[config.mk]
export PLATFORM = sky130hd
export DESIGN_NAME = rng_card_dealer_flat
export DESIGN_NICKNAME = d
export VERILOG_FILES = /design/src/rtl/rng_card_dealer_if.sv /design/src/rtl/rng_card_dealer.sv /design/src/flat_wrapper.sv
export SDC_FILE = /design/constraint.sdc
export NUM_CORES = 1
export LEC_CHECK = 0
export CORE_MARGIN = 3
export CORE_UTILIZATION = 45
export CTS_CLUSTER_SIZE = 10
export DETAILED_ROUTE_END_ITERATION = 6
export PLACE_DENSITY_LB_ADDON = 0.3
export SYNTH_ARGS = -nofsm -noshare
export SYNTH_HDL_FRONTEND = slang
export SYNTH_SLANG_ARGS = --single-unit
[constraint.sdc]
create_clock -name clk_cd_i -period 6.1 [get_ports clk_cd_i]
set_input_delay 0.915 -clock clk_cd_i [delete_from_list [all_inputs] [get_ports clk_cd_i]]
set_output_delay 0.915 -clock clk_cd_i [all_outputs]
set_load 0.03 [all_outputs]
[src/rtl/rng_card_dealer_if.sv]
// rng_card_dealer_if: deal/handshake bundle between the card dealer, its counter and the game controller
// slave  (dealer)    : in  shuffle_i, deal_req_i, next_card_i
//                      out req_card_state_o, ready_o, card_valid_o, card_o, cards_left_o, deck_empty_o, deal_err_o
// master (env/game)  : the mirror image
interface rng_card_dealer_if #(parameter int CW = 8);
  logic          shuffle_i;
  logic          deal_req_i;
  logic [CW-1:0] next_card_i;
  logic          req_card_state_o;
  logic          ready_o;
  logic          card_valid_o;
  logic [CW-1:0] card_o;
  logic [5:0]    cards_left_o;
  logic          deck_empty_o;
  logic          deal_err_o;
  modport slave (
    input  shuffle_i, deal_req_i, next_card_i,
    output req_card_state_o, ready_o, card_valid_o, card_o, cards_left_o, deck_empty_o, deal_err_o
  );
  modport master (
    output shuffle_i, deal_req_i, next_card_i,
    input  req_card_state_o, ready_o, card_valid_o, card_o, cards_left_o, deck_empty_o, deal_err_o
  );
endinterface

[src/rtl/rng_card_dealer.sv]
// rng_card_dealer: deals each card of a DECK_SIZE deck exactly once per shuffle, sampling a free-running counter
// clk_cd_i : system clock, rising edge
// rst_cd_i : synchronous active-high reset
// bus      : rng_card_dealer_if slave (shuffle/deal request, counter value in; run request, handshake, card, status out)
module rng_card_dealer #(
  parameter int DECK_SIZE = 52,
  parameter int CW        = 8
) (
  input  logic              clk_cd_i,
  input  logic              rst_cd_i,
  rng_card_dealer_if.slave  bus
);
  typedef enum logic [1:0] {IDLE, HUNT, EMPTY} state_t;
  state_t               state_q, state_d;
  logic [DECK_SIZE-1:0] mask_q, mask_d, sel;
  logic [5:0]           left_q, left_d;
  logic [CW-1:0]        card_q, card_d, c;
  logic                 valid_q, valid_d, err_q, err_d, req_q, req_d, in_range, hit;
  assign c        = bus.next_card_i;
  assign in_range = (c >= CW'(1)) && (c <= CW'(DECK_SIZE));
  // one-hot of the sampled card, zero when out of range so it can never hit
  assign sel      = in_range ? (DECK_SIZE'(1) << (c - CW'(1))) : '0;
  assign hit      = (state_q == HUNT) && |(sel & ~mask_q);
  always_comb begin
    state_d = state_q;
    mask_d  = mask_q;
    left_d  = left_q;
    card_d  = card_q;
    valid_d = 1'b0;
    err_d   = 1'b0;
    case (state_q)
      IDLE:    state_d = bus.deal_req_i ? HUNT : IDLE;
      HUNT:    if (hit) begin
        card_d  = c;
        valid_d = 1'b1;
        mask_d  = mask_q | sel;
        left_d  = left_q - 6'd1;
        state_d = (left_q == 6'd1) ? EMPTY : IDLE;
      end
      EMPTY:   err_d = bus.deal_req_i;
      default: state_d = IDLE;
    endcase
    if (bus.shuffle_i) begin
      state_d = IDLE;
      mask_d  = '0;
      left_d  = 6'(DECK_SIZE);
      card_d  = card_q;
      valid_d = 1'b0;
      err_d   = 1'b0;
    end
    req_d = (state_d != EMPTY);
  end
  always_ff @(posedge clk_cd_i) begin
    if (rst_cd_i) begin
      state_q <= IDLE;
      mask_q  <= '0;
      left_q  <= 6'(DECK_SIZE);
      card_q  <= '0;
      valid_q <= 1'b0;
      err_q   <= 1'b0;
      req_q   <= 1'b0;
    end else begin
      state_q <= state_d;
      mask_q  <= mask_d;
      left_q  <= left_d;
      card_q  <= card_d;
      valid_q <= valid_d;
      err_q   <= err_d;
      req_q   <= req_d;
    end
  end
  assign bus.req_card_state_o = req_q;
  assign bus.ready_o          = (state_q == IDLE);
  assign bus.card_valid_o     = valid_q;
  assign bus.card_o           = card_q;
  assign bus.cards_left_o     = left_q;
  assign bus.deck_empty_o     = (left_q == 6'd0);
  assign bus.deal_err_o       = err_q;
endmodule

[src/flat_wrapper.sv]
// flat-port wrapper written by rule: the top's interface ports become plain ports
module rng_card_dealer_flat 
#(
  parameter int DECK_SIZE = 52,
  parameter int CW        = 8
)
  (clk_cd_i, rst_cd_i, bus_shuffle_i, bus_deal_req_i, bus_next_card_i, bus_req_card_state_o, bus_ready_o, bus_card_valid_o, bus_card_o, bus_cards_left_o, bus_deck_empty_o, bus_deal_err_o);
  rng_card_dealer_if #(.CW(CW)) bus_i ();
  input  logic clk_cd_i;
  input  logic rst_cd_i;
  input wire logic [$bits(bus_i.shuffle_i)-1:0] bus_shuffle_i;
  input wire logic [$bits(bus_i.deal_req_i)-1:0] bus_deal_req_i;
  input wire logic [$bits(bus_i.next_card_i)-1:0] bus_next_card_i;
  output wire logic [$bits(bus_i.req_card_state_o)-1:0] bus_req_card_state_o;
  output wire logic [$bits(bus_i.ready_o)-1:0] bus_ready_o;
  output wire logic [$bits(bus_i.card_valid_o)-1:0] bus_card_valid_o;
  output wire logic [$bits(bus_i.card_o)-1:0] bus_card_o;
  output wire logic [$bits(bus_i.cards_left_o)-1:0] bus_cards_left_o;
  output wire logic [$bits(bus_i.deck_empty_o)-1:0] bus_deck_empty_o;
  output wire logic [$bits(bus_i.deal_err_o)-1:0] bus_deal_err_o;
  assign bus_i.shuffle_i = bus_shuffle_i;
  assign bus_i.deal_req_i = bus_deal_req_i;
  assign bus_i.next_card_i = bus_next_card_i;
  assign bus_req_card_state_o = bus_i.req_card_state_o;
  assign bus_ready_o = bus_i.ready_o;
  assign bus_card_valid_o = bus_i.card_valid_o;
  assign bus_card_o = bus_i.card_o;
  assign bus_cards_left_o = bus_i.cards_left_o;
  assign bus_deck_empty_o = bus_i.deck_empty_o;
  assign bus_deal_err_o = bus_i.deal_err_o;
  rng_card_dealer #(.DECK_SIZE(DECK_SIZE), .CW(CW)) u_core (.clk_cd_i(clk_cd_i), .rst_cd_i(rst_cd_i), .bus(bus_i));
endmodule
# ---- Word-level counts from Yosys, hierarchy flattened
# Index checks and enable logic that the tools add are counted.
dict set report op_classes {
  addsub 2
  n_mul 0
  div_mod_pow 0
  order_cmp 2
  n_eq_ne 4
  n_shift 1
  n_mux 7
  bitwise_logic 6
  reduce_logical 10
}
# cell n
set op_table {}
lappend op_table {{$and 52x52->52} 1}
lappend op_table {{$mux 52} 1}
lappend op_table {{$not 52->52} 1}
lappend op_table {{$or 52x52->52} 1}
lappend op_table {{$reduce_or 52->1} 1}
lappend op_table {{$shl 1x8->52 const A} 1}
lappend op_table {{$ge 8x1->1 const B} 1}
lappend op_table {{$le 8x6->1 const B} 1}
lappend op_table {{$sub 8x1->8 const B} 1}
lappend op_table {{$eq 6x1->1 const B} 1}
lappend op_table {{$logic_not 6->1} 1}
lappend op_table {{$mux 2} 3}
lappend op_table {{$pmux 2 s3} 1}
lappend op_table {{$reduce_or 3->1} 2}
lappend op_table {{$sub 6x1->6 const B} 1}
lappend op_table {{$not 1->1} 3}
lappend op_table {{$reduce_and 3->1} 1}
lappend op_table {{$eq 2x1->1 const B} 1}
lappend op_table {{$eq 2x2->1 const B} 1}
lappend op_table {{$logic_and 1x1->1} 2}
lappend op_table {{$logic_not 2->1} 1}
lappend op_table {{$mux 1} 2}
lappend op_table {{$ne 2x2->1 const B} 1}
lappend op_table {{$reduce_and 2->1} 1}
lappend op_table {{$reduce_or 2->1} 1}
dict set report totals {
  register_bits 71
  latch_bits 0
  ram_bits 0
  romBits 0
  in_bits 12
  out_inout_bits 19
  elab_cells 39
  mem_count 0
}

# ---- Logic depth before layout (Yosys ltp)
dict set report depth {
  ltp_word 10
  ltp_mapped 15
  depth_no_buf 10
}

# ---- Least setup slack after synthesis
# OpenSTA, ideal clock, no wires.
dict set report synth_timing {
  kind {in2reg}
  from {in bus_next_card_i[0]}
  to {reg u_core.mask_q[36]}
  setup_time_ns 0.117
  t_arrival_ns 3.979
  setup_slack_ns 2.005
  path_stages 15
  cell_sequence {buf_2 -> clkbuf_1 -> inv_1 -> ha_1 -> clkbuf_1 -> buf_2 -> nor2_1 -> mux2i_1 -> o2111ai_1 -> a211oi_1 -> o22ai_2 -> o41ai_4 -> buf_6 -> nor3_2 -> a22o_1}
}
dict set report synth_via {
  elab_chain_len 7
}
# item line
set synth_rtl {}
lappend synth_rtl {{start: declaration} flat_wrapper.sv:13} ;# input wire logic [$bits(bus_i.next_card_i)-1:0] bus_next_card_i;
lappend synth_rtl {{$sub 8x1->8 (tied with other cells)} rng_card_dealer.sv:22} ;# assign sel = in_range ? (DECK_SIZE'(1) << (c - CW'(1))) : '0;
lappend synth_rtl {{$shl 1x8->52 / $logic_and 1x1->1 (equally long branches)} {rng_card_dealer.sv:22, rng_card_dealer.sv:20}}
lappend synth_rtl {{$mux 52 (*)} rng_card_dealer.sv:22}
lappend synth_rtl {{$and 52x52->52} rng_card_dealer.sv:23} ;# assign hit = (state_q == HUNT) && |(sel & ~mask_q);
lappend synth_rtl {{$reduce_or 52->1} rng_card_dealer.sv:23}
lappend synth_rtl {{$logic_and 1x1->1} rng_card_dealer.sv:23}
lappend synth_rtl {{$reduce_and 2->1 (no source line)} n/a}
lappend synth_rtl {{end signal: assignment} rng_card_dealer.sv:64} ;# mask_q <= mask_d;
lappend synth_rtl {{end: declaration} rng_card_dealer.sv:15} ;# logic [DECK_SIZE-1:0] mask_q, mask_d, sel;
# Mark *: on every way between the ends. The rest lies on a longest branch, timed or not.
# A chain may end at the register's enable or synchronous reset.

# ---- Final worst setup path
dict set report layout_timing {
  from {in bus_next_card_i[1]}
  to {reg u_core.card_q[3] (netlist: u_core.bus.card_o[3])}
}
dict set report layout_via {
  elab_chain_len 7
}
# item line
set layout_rtl {}
lappend layout_rtl {{$sub 8x1->8 (tied with other cells)} rng_card_dealer.sv:22}
lappend layout_rtl {{$shl 1x8->52 / $logic_and 1x1->1 (equally long branches)} {rng_card_dealer.sv:22, rng_card_dealer.sv:20}}
lappend layout_rtl {{$mux 52 (*)} rng_card_dealer.sv:22}
lappend layout_rtl {{$and 52x52->52 (*)} rng_card_dealer.sv:23}
lappend layout_rtl {{$reduce_or 52->1 (*)} rng_card_dealer.sv:23}
lappend layout_rtl {{$logic_and 1x1->1 (*)} rng_card_dealer.sv:23}
lappend layout_rtl {{$reduce_and 3->1 (no source line) (*)} n/a}
lappend layout_rtl {{end signal: assignment} rng_card_dealer.sv:66} ;# card_q <= card_d;
lappend layout_rtl {{end: declaration} rng_card_dealer.sv:17} ;# logic [CW-1:0] card_q, card_d, c;
# Marks and branches as above.

==> results.sh <==
export IMPL_syn_nets=421
export IMPL_drc=0
export IMPL_clock_skew_ns=0.00862
export IMPL_power_clock_fraction_pct=43.7
export IMPL_num_antenna_cells=0
export IMPL_htree_levels=3
export IMPL_die_h_um=95.7
export IMPL_finalWorstPathRequiredPeriod_ns=4.93
export IMPL_io_pins=31
export IMPL_synth_cell_type_count=67
export IMPL_n_fill_cell=720
export IMPL_finalSetupViolCount=0
export IMPL_power_density_mw_per_mm2=251
export IMPL_drtAntennaViolNets=0
export IMPL_synth_ff_type="dfxtp_1"
export IMPL_drv_slew=0
export IMPL_dpl_hpwl_um=6870
export IMPL_cts_tree="yes"
export IMPL_period_share_pct=80.9
export IMPL_clk_path_buf_depth=2
export IMPL_wl_per_cell_um=18.8
export IMPL_yosys_warnings=0
export IMPL_grt_pass1_wl_um=16100
export IMPL_fin_total_pwr_mw=1.06
export IMPL_gr_total_overflow=0
export IMPL_dieArea_mm2=0.00916
export IMPL_numCtsBuffers=9
export IMPL_yosysTopAreaCell="dfxtp_1"
export IMPL_peakVddDrop_mv=0.134
export IMPL_grt_max_degree=58
export IMPL_syn_avg_cell_area_um2=8.94
export IMPL_cts_root_buffer="clkbuf_8"
export IMPL_cts_clk_slew_worst_paths_ns=0.08
export IMPL_place_congestion=0.973
export IMPL_maxCapViolCount=0
export IMPL_maxSlewHeadroom_pct=30.9
export IMPL_synth_edf_count=0
export IMPL_seq_area_frac_synth_pct=39.2
export IMPL_area_growth_pct=16.2
export IMPL_synth_commonest_cells="dfxtp_1 (71), nand2_1 (35), nor2_1 (30), a22o_1 (25), nor3_1 (18)"
export IMPL_viasPerCell=6.30
export IMPL_hold_viol_final=0
export IMPL_antenna_found_initial=0
export IMPL_arrival_ns=5.18
export IMPL_setup_tns_ns=0
export IMPL_synthCells=405
export IMPL_drt_wl_total_um=9930
export IMPL_endpoint_kind="register"
export IMPL_synth_top_cells_by_area="dfxtp_1 (39%), a22o_1 (6.0%), mux2i_1 (4.1%), nand2_1 (3.6%), nor2_1 (3.1%)"
export IMPL_drive_gt1_share_pct=10.5
export IMPL_hp_class="register to register"
export IMPL_syn_area_mm2=0.00362
export IMPL_async_flop_share_pct=0
export IMPL_insertion_delay_ns=0.36
export IMPL_grt_pass1_vias=3076
export IMPL_status="completed"
export IMPL_crit_path_start_kind="input pin"
export IMPL_firstDrtPassIters=5
export IMPL_cts_setup_buffers=0
export IMPL_first_iter_violations=363
export IMPL_holdBufCountCts=0
export IMPL_grt_usage_pct=22.7
export IMPL_post_cts_resized=0
export IMPL_rsz0062_at_grt="no"
export IMPL_required_ns=6.35
export IMPL_ys_ff_latch=71
export IMPL_synth_top_cell_area_share_pct=39.2
export IMPL_die_w_um=95.7
export IMPL_cp_max_fo=11
export IMPL_max_freq_ghz=0.203
export IMPL_pwr_share_seq_pct=44.0
export IMPL_layout_nets=438
export IMPL_start_util_pct=46.6
export IMPL_row_count=32
export IMPL_p_sw_mw=0.278
export IMPL_io_buffers=30
export IMPL_worst_pin_slew_ns=1.03
export IMPL_p_sw_share_pct=26.3
export IMPL_p_int_mw=0.779
export IMPL_core_mm2=0.00777
export IMPL_path_class="input pin to register"
export IMPL_via_count=3335
export IMPL_power_leakage_nw=1.51
export IMPL_combPwrFrac_pct=12.3
export IMPL_synth_most_common_cell="dfxtp_1"
export IMPL_clock_sinks=71
==> power groups by stage <==
| stage | Combinational (mW) | Sequential [mW] | Clock, mW |
|---|---|---|---|
| after floorplan | 0.0871 | 0.478 | 0 |
| after global placement | 0.127 | 0.476 | 0 |
| after detailed placement | 0.126 | 0.476 | 0 |
| after CTS | 0.127 | 0.465 | 0.469 |
| after global routing | 0.140 | 0.465 | 0.483 |
| final | 0.130 | 0.465 | 0.462 |
==> worst max-delay path: stages <==
cell and delay, ns:
clkdlybuf4s50_1 0.64, inv_1 0.12, ha_1 0.59, nand2b_1 0.56, o22a_1 0.22, o32ai_1 0.10, a222oi_1 0.40, o22ai_2 0.20
o41ai_4 0.87, buf_4 0.28, mux2i_1 0.21, nor2_1 0.05
==> logic make-up after synthesis <==
group	after synthesis	synth area share [%]
AO/OA/AOI/OAI	107	24.4
flip-flops	71	39.2
buffers and inverters	40	4.80
XOR/XNOR	6	1.66
AND/OR/NAND/NOR	161	24.0
adder cells (fa/ha/maj)	4	1.38
multiplexers	16	4.46
==> registers in the layout (all words and copies together) (netlist names) <==
signal and flops:
u_core.mask_q 52, u_core.bus.card_o 8, u_core.bus.cards_left_o 6, u_core.state_q 2, u_core.bus.card_valid_o 1, u_core.bus.deal_err_o 1, u_core.bus.req_card_state_o 1
==> cell usage in the layout, fill, tap and decap left out, drive strengths merged, types with 4 or more instances in the layout <==
master	netlist	final
dfxtp	71	71
nand2	35	35
nor2	31	31
clkdlybuf4s50	0	30
o21ai	28	28
a22o	25	25
nor3	22	22
or3	16	16
mux2i	15	15
nand3	12	12
inv	10	11
clkbuf	16	9
a32o	8	8
nor4	8	8
nand4	6	6
buf	14	6
nor2b	5	5
o31ai	5	5
a21oi	5	5
o22ai	5	5
or4	4	4
and3	4	4
nand2b	4	4
ha	4	4
nor3b	4	4
o211ai	4	4
==> stage by stage <==
stage	hold WS (ns)	cells	util, %	worst slack [ns]	area [um^2]
finish	0.448	529	54.2	1.17	4210
detailed placement	0.438	513	51.1	0.909	3970
global placement	0.433	513	51.1	0.906	3970
floorplan	0.421	405	-	2.00	3620
CTS	0.448	529	54.2	1.25	4210
global route	0.464	529	54.2	0.950	4210
==> layer usage <==
metal  share of wire, %  wire length [um]  global-route usage (%)  vias to the layer above
met2                 42              4210                    32.9                      138
li1                   -                 -                       -                     1551
met5                  0                 0                       0                        -
met1                 47              4670                    32.2                     1607
met3                6.9               686                    4.14                       39
met4                3.7               365                    11.5                        0
==> final timing paths <==
kind	startpoint	endpoint	slack, ns	depth (start not counted)
worst max-delay path	bus_next_card_i[1]	u_core.bus.card_o[3]$_SDFFE_PP0P_	1.17	12
worst min-delay path	u_core.mask_q[40]$_SDFFE_PP0P_	u_core.mask_q[40]$_SDFFE_PP0P_	0.45	2
worst max register to register	u_core.mask_q[37]$_SDFFE_PP0P_	u_core.bus.card_o[3]$_SDFFE_PP0P_	3.29	9
worst min register to register	u_core.mask_q[40]$_SDFFE_PP0P_	u_core.mask_q[40]$_SDFFE_PP0P_	0.45	2
==> final cells by class <==
type / instances / area [um^2] / share of cell area [%]
clock inverters: 7 / 120 / 2.85
flip-flops and latches: 71 / 1420 / 33.8
inverters: 10 / 37.5 / 0.892
clock buffers: 9 / 124 / 2.94
well taps: 102 / 128 / 3.03
multi-input cells: 294 / 2030 / 48.3
repair buffers: 36 / 345 / 8.20
Note: power is estimated with default switching activity, not from simulation.
